<file path="src/rtl/sop_pkg.sv">
// Shared constants for the sum-of-products datapath and its BCD display converter.
package sop_pkg;

  localparam logic IDLE  = 1'b0;
  localparam logic SHIFT = 1'b1;

  typedef enum logic {
    ST_IDLE  = IDLE,
    ST_SHIFT = SHIFT
  } state_t;

  localparam int SOP_W      = 9;
  localparam int SOP_DIGITS = 3;

  localparam logic [3:0] ADD3_THRESH = 4'd5;

  // True when every IN_W-bit value fits in the given number of decimal digits.
  function automatic bit bcd_params_ok(input int in_w, input int digits);
    longint unsigned p2;
    longint unsigned p10;
    if (in_w < 1 || in_w > 62 || digits < 1 || digits > 18) return 1'b0;
    p2  = 1;
    p10 = 1;
    for (int i = 0; i < in_w; i++)   p2  = p2 * 2;
    for (int i = 0; i < digits; i++) p10 = p10 * 10;
    return p2 <= p10;
  endfunction

endpackage

</file>
<file path="src/rtl/bcd_digit_adj.sv">
// One BCD digit of the shift-and-add-3 correction: digits of 5 or more get +3
// so that the following left shift carries correctly into the next decade.
module bcd_digit_adj
  import sop_pkg::*;
(
  input  logic [3:0] i_digit,
  output logic [3:0] o_digit
);

  assign o_digit = (i_digit >= ADD3_THRESH) ? i_digit + 4'd3 : i_digit;

endmodule

</file>
<file path="src/rtl/sop_bcd_conv.sv">
// Iterative binary-to-BCD converter (one bit per clock) for the sum-of-products
// result; bcd only changes when a conversion completes, keeping the display steady.
module sop_bcd_conv
  import sop_pkg::*;
#(
  parameter int IN_W   = SOP_W,
  parameter int DIGITS = SOP_DIGITS
) (
  input  logic                  clk,
  input  logic                  rst,
  input  logic                  start,
  input  logic [IN_W-1:0]       bin,
  output logic                  busy,
  output logic                  done,
  output logic [4*DIGITS-1:0]   bcd
);

  localparam int BCD_W = 4 * DIGITS;
  localparam int CNT_W = $clog2(IN_W + 1);
  localparam logic [CNT_W-1:0] CNT_LOAD = CNT_W'(IN_W);
  localparam logic [CNT_W-1:0] CNT_ONE  = CNT_W'(1);

  if (!bcd_params_ok(IN_W, DIGITS)) begin : g_bad_params
    $error("sop_bcd_conv: 2**IN_W must not exceed 10**DIGITS");
  end

  state_t             r_state,   w_state_nxt;
  logic [IN_W-1:0]    r_bin,     w_bin_nxt;
  logic [BCD_W-1:0]   r_scratch, w_scratch_nxt;
  logic [CNT_W-1:0]   r_cnt,     w_cnt_nxt;
  logic [BCD_W-1:0]   r_bcd,     w_bcd_nxt;
  logic               r_done,    w_done_nxt;

  logic [BCD_W-1:0]   w_adj;
  logic [BCD_W-1:0]   w_scratch_shift;
  logic               w_unused_carry;

  for (genvar g = 0; g < DIGITS; g++) begin : g_adj
    bcd_digit_adj u_adj (
      .i_digit (r_scratch[4*g +: 4]),
      .o_digit (w_adj[4*g +: 4])
    );
  end

  // The top adjusted bit always shifts out as zero for legal parameter sets.
  assign w_unused_carry  = w_adj[BCD_W-1];
  assign w_scratch_shift = {w_adj[BCD_W-2:0], r_bin[IN_W-1]};

  // NOTE: every variable gets a default before the case so no latch is inferred.
  always_comb begin
    w_state_nxt   = r_state;
    w_bin_nxt     = r_bin;
    w_scratch_nxt = r_scratch;
    w_cnt_nxt     = r_cnt;
    w_bcd_nxt     = r_bcd;
    w_done_nxt    = 1'b0;
    case (r_state)
      ST_IDLE: begin
        if (start) begin
          w_bin_nxt     = bin;
          w_scratch_nxt = '0;
          w_cnt_nxt     = CNT_LOAD;
          w_state_nxt   = ST_SHIFT;
        end
      end
      ST_SHIFT: begin
        w_scratch_nxt = w_scratch_shift;
        w_bin_nxt     = r_bin << 1;
        w_cnt_nxt     = r_cnt - CNT_ONE;
        if (r_cnt == CNT_ONE) begin
          w_bcd_nxt   = w_scratch_shift;
          w_done_nxt  = 1'b1;
          w_state_nxt = ST_IDLE;
        end
      end
      default: w_state_nxt = ST_IDLE;
    endcase
  end

  // NOTE: sequential state uses non-blocking assignments so all registers
  // update together from the values sampled at the same edge.
  always_ff @(posedge clk or posedge rst) begin
    if (rst) begin
      r_state   <= ST_IDLE;
      r_bin     <= '0;
      r_scratch <= '0;
      r_cnt     <= '0;
      r_bcd     <= '0;
      r_done    <= 1'b0;
    end else begin
      r_state   <= w_state_nxt;
      r_bin     <= w_bin_nxt;
      r_scratch <= w_scratch_nxt;
      r_cnt     <= w_cnt_nxt;
      r_bcd     <= w_bcd_nxt;
      r_done    <= w_done_nxt;
    end
  end

  assign busy = (r_state == ST_SHIFT);
  assign done = r_done;
  assign bcd  = r_bcd;

endmodule

</file>
<file path="config.mk">
export PLATFORM = sky130hd
export DESIGN_NAME = sop_bcd_conv
export DESIGN_NICKNAME = d
export VERILOG_FILES = /design/src/rtl/sop_pkg.sv /design/src/rtl/bcd_digit_adj.sv /design/src/rtl/sop_bcd_conv.sv
export SDC_FILE = /design/constraint.sdc
export NUM_CORES = 1
export LEC_CHECK = 0
export CAP_MARGIN = 10
export CORE_ASPECT_RATIO = 1.1
export CORE_MARGIN = 10
export CORE_UTILIZATION = 23
export DETAILED_ROUTE_END_ITERATION = 6
export GPL_TIMING_DRIVEN = 0
export HOLD_SLACK_MARGIN = 0.03
export SYNTH_ARGS = -nofsm -noshare
export SYNTH_HDL_FRONTEND = slang
export SYNTH_SLANG_ARGS = --single-unit
</file>
<file path="constraint.sdc">
create_clock -name clk -period 4.05 [get_ports clk]
set_input_delay 0.6075 -clock clk [delete_from_list [all_inputs] [get_ports clk]]
set_output_delay 0.6075 -clock clk [all_outputs]
set_load 0.02 [all_outputs]
</file>
# == Yosys cells after proc, flatten, opt, wreduce, memory -nomap -nowiden ==
# Index checks and enable logic that the tools add are counted.
# classes
add_sub_neg,4
order_cmp,3
eq_ne,2
n_mux,14
n_bitwise,1
n_reduce_logical,1
# op_table
operator,count
12-bit case mux with 2 select lines,1
9-bit case mux with 2 select lines,1
4-bit by 3-bit >= comparator with 1-bit output (second input constant),3
12-bit two-way mux,1
4-bit two-way mux,3
9-bit two-way mux,1
4-bit by 2-bit adder with 4-bit output (second input constant),2
4-bit case mux with 2 select lines,1
4-bit by 1-bit equality test with 1-bit output (second input constant),1
1-bit two-way mux,4
4-bit by 1-bit subtractor with 4-bit output (second input constant),1
3-bit by 2-bit adder with 3-bit output (second input constant),1
3-bit two-way mux,1
2-bit != test (second input constant),1
1-bit case mux with 2 select lines,1
2-bit AND reduction,1
1-bit NOT,1
# totals
ff_bits,39
input_bits,12
output_inout_bits,14
elab_cells,31

# == Logic depth before layout (Yosys ltp) ==
# logic_depth
depth_word,3
depth_mapped,7
ltp_nobuf,6

# == By module ==
# From an unflattened synthesis, not the netlist that was laid out.
# unflattened
hier_cells,169
area_unflattened_um2,1913.1
# by_module_without_submodules
mod,instances,cells_each,area_per_inst_um2,seq_area_each_um2
sop_bcd_conv,1,121,1609.0,975.9
bcd_digit_adj,3,16,101.3,0.0

# == Worst setup path after synthesis ==
# Ideal clock, no wire load.
# synth_timing
kind,register to register
start,register r_scratch[0]
end,"register r_bcd[2], in the netlist bcd[2]"
setup_ns,0.083
arrival_time_ns,1.404
required_ns,3.967
slack_ns,2.564
path_stages_with_launch,7
path_buffers,0
synth_period_minus_slack_ns,1.486
path_cell_list,dfrtp_1 > inv_1 > ha_1 > nand2b_1 > a21oi_1 > mux2_2 > o21ai_0
# synth_between
elab_chain_len,2
elab_cells_between_ends,3
cone_classes,add/sub (1); order compare (1); mux (1)
# synth_rtl
element,line,source
from (decl),sop_bcd_conv.sv:29,"logic [BCD_W-1:0] r_scratch, w_scratch_nxt;"
from (signal assigned),sop_bcd_conv.sv:93,r_scratch <= w_scratch_nxt;
4-bit by 2-bit adder with 4-bit output / 4-bit by 3-bit >= comparator with 1-bit output (equally long branches),bcd_digit_adj.sv:10,assign o_digit = (i_digit >= ADD3_THRESH) ? i_digit + 4'd3 : i_digit;
4-bit two-way mux *,bcd_digit_adj.sv:10,
to (signal assigned),sop_bcd_conv.sv:95,r_bcd <= w_bcd_nxt;
to (decl),sop_bcd_conv.sv:31,"logic [BCD_W-1:0] r_bcd, w_bcd_nxt;"
# Mark *: on every way between the ends. The rest lies on a longest branch, timed or not.
# A chain may end at the register's enable or synchronous reset.

# == Final worst setup path ==
# layout_timing
start,"register r_state, in the netlist busy"
end,output port busy
# layout_rtl
element,line,source
from (decl),sop_bcd_conv.sv:27,"state_t r_state, w_state_nxt;"
from (signal assigned),sop_bcd_conv.sv:91,r_state <= w_state_nxt;
to (decl),sop_bcd_conv.sv:13,"output logic busy,"
# No word-level cell between the ends.

==> metrics.yaml <==
n_antenna_cell: 0
avgRoutedWirePerCell_um: 12.07
hold_violations: 0
power.density_nw_per_um2: 756.9
drt_iter0_drc: 43
end_kind: "output pin"
finalCritPeriodShare: 0.4969
worst-setup-path-type: "reg2out"
synth_seq_cells: 39
maxSlewHeadroom: 0.4548
regArea_um2: 975.9
grt_pass1_vias: 1313
synth.yosys.seq_area_share: 0.5176
dpl.hpwl_um: 2816
grt_util_met2: 0.1007
grt_max_degree: 40
p_leak_nw: 1.099
fin_skew_ps: 7.888
die-area_um2: 12220
use_met3: 0.02742
via_per_inst: 4.166
coreArea_um2: 7955
place_congestion: 0.7612
row_count: 34
dp.cells: 312
multi_input_area_um2: 828.3
netlist_instances: 179
cts.sinks: 39
final_cell_mix: "dfrtp_1, nand2_1, clkdlybuf4s50_1"
arrival_ps: 1400
via_count: 1333
instances_no_fill: 320
ant_nets: 0
rsz0062_at_grt: "false"
required_ps: 3440
cts_tree: "done"
clock_path_buffers: 2
drive_above_1_share: 0.09906
grt.overflow.total: 0
routed_wl_um: 3861
grt_first_pass_wirelength_um: 6410
area_growth_pct: 24.88
crit_fanout: 7
crit_slowest_cell: "clkdlybuf4s50_1"
drc: 0
ios: 26
fin_crit_ps: 2012
numCtsBuffers: 5
startpoint_type: "flip-flop"
die_h_um: 115.0
r2r_slack_ps: 2410
fp.dieW_um: 106.3
yosys_warnings: 0
clk_latency_ps: 290
drv_slew: 0
grtUsageTotal: 0.06511
synth_area_per_cell_um2: 10.53
status: "finished, final reports clean"
synthesis.nets: 199
worst_pin_slew_ps: 816.6
nets: 231
yosysUniqueCellTypes: 28
layout_commonest_cell: "dfrtp_1"
clkTransAtPathRegs_ps: 80
initial_core_util: 0.2370
port_buffers: 25
crit_family: "buffers and inverters"
clock.fmax_mhz: 496.9
cp_num_buf_inv: 1
postCtsSetupBuffers: 0
worstPathCellList: "clkdlybuf4s50_1"
first_pass_iters: 4
holdCritPathClass: "reg2reg"
cts_resized: 0
met1_usage: 0.07828
tns_ps: 0
peakVddDrop_mv: 0.2291
grt_antenna_before_repair: 0
clockRootBuffer: "clkbuf_8"
drv_cap: 0
synth_area_um2: 1886
final_core_utilization: 0.2960
busiest_layer: "met2"
slowest_delay_ps: 650
setup_violations: 0
holdBufCountCts: 0
nFillCells: 845
htreeDepth: 2
[per-layer routing]
layer	part of all wire	up-vias	wire, µm
li1	-	665	-
met1	0.48	637	1864
met2	0.44	25	1707
met3	0.063	6	242
met4	0.012	0	46
met5	0	-	0
[kinds of logic (layout without fill, tap and decap cells)]
kind of cell / after synthesis / after routing / share of synthesized area
fa+ha+maj: 8 / 8 / 0.05309
buf+inv: 18 / 51 / 0.04313
flops: 39 / 39 / 0.5176
compound gates: 36 / 36 / 0.1088
simple gates: 52 / 52 / 0.1380
mux: 22 / 22 / 0.1208
xor+xnor: 4 / 4 / 0.01858
[per-stage QoR]
stage / power (mW) / worst slack, ps / cell area (µm²) / hold WS (ps)
after floorplan: 1.271 / 2553 / 1886 / 449.2
after global placement: 1.524 / 1619 / 2271 / 463.1
after detailed placement: 1.554 / 2092 / 2271 / 473.9
after CTS: 1.816 / 2001 / 2355 / 486.9
after global routing: 1.942 / 1964 / 2355 / 508.9
final: 1.782 / 2038 / 2355 / 480.5
[cells in the mapped netlist]
| cell type | n | area share |
|---|---|---|
| xnor2_1 | 3 | 0.014 |
| a31oi_1 | 1 | 0.0033 |
| mux2_4 | 1 | 0.0080 |
| a21o_2 | 1 | 0.0046 |
| a21oi_1 | 8 | 0.021 |
| inv_1 | 10 | 0.020 |
| a21o_1 | 1 | 0.0040 |
| dfrtp_1 | 39 | 0.52 |
| nor2_1 | 5 | 0.010 |
| nand2b_1 | 14 | 0.046 |
| clkbuf_1 | 1 | 0.0020 |
| o31ai_1 | 2 | 0.0080 |
| buf_4 | 2 | 0.0080 |
| a32o_1 | 1 | 0.0053 |
| o22a_1 | 1 | 0.0046 |
| o21ai_0 | 19 | 0.050 |
| o21ai_1 | 1 | 0.0027 |
| xor2_1 | 1 | 0.0046 |
| nand2_1 | 25 | 0.050 |
| a21oi_2 | 1 | 0.0046 |
| nand4bb_1 | 1 | 0.0060 |
| or3_1 | 1 | 0.0033 |
| mux2i_1 | 19 | 0.10 |
| nor3_1 | 1 | 0.0027 |
| buf_2 | 5 | 0.013 |
| mux2_2 | 2 | 0.012 |
| ha_1 | 8 | 0.053 |
| nor3b_1 | 5 | 0.020 |
[sequential cells by signal (all words and copies together) (netlist names)]
name / count
done: 1
r_cnt: 4
busy: 1
bcd: 12
r_scratch: 12
r_bin: 9
[final cells by class]
| class | count | share of cell area |
|---|---|---|
| well taps | 108 | 0.05739 |
| clock buffers | 5 | 0.02922 |
| flip-flops and latches | 39 | 0.4145 |
| inverters | 10 | 0.01594 |
| clock inverters | 3 | 0.006376 |
| multi-input cells | 122 | 0.3518 |
| plain buffers | 8 | 0.01860 |
| repair buffers | 25 | 0.1063 |
[where the power goes]
group | leakage, nW | internal [mW] | switching, mW
registers | 0.494 | 0.562 | 0.123
logic | 0.558 | 0.405 | 0.436
clock network | 0.0477 | 0.118 | 0.139
[path summary, 6_finish.rpt]
kind | depth (start not counted) | startpoint | endpoint
min in group asynchronous | 2 | rst | bcd[4]
min reg2reg | 2 | bcd[6] | bcd[6]
max reg2reg | 6 | r_scratch[0] | bcd[2]
min | 2 | bcd[6] | bcd[6]
max | 1 | busy | busy
max in group asynchronous | 2 | rst | r_scratch[2]
(Power assumes the default switching activity.)
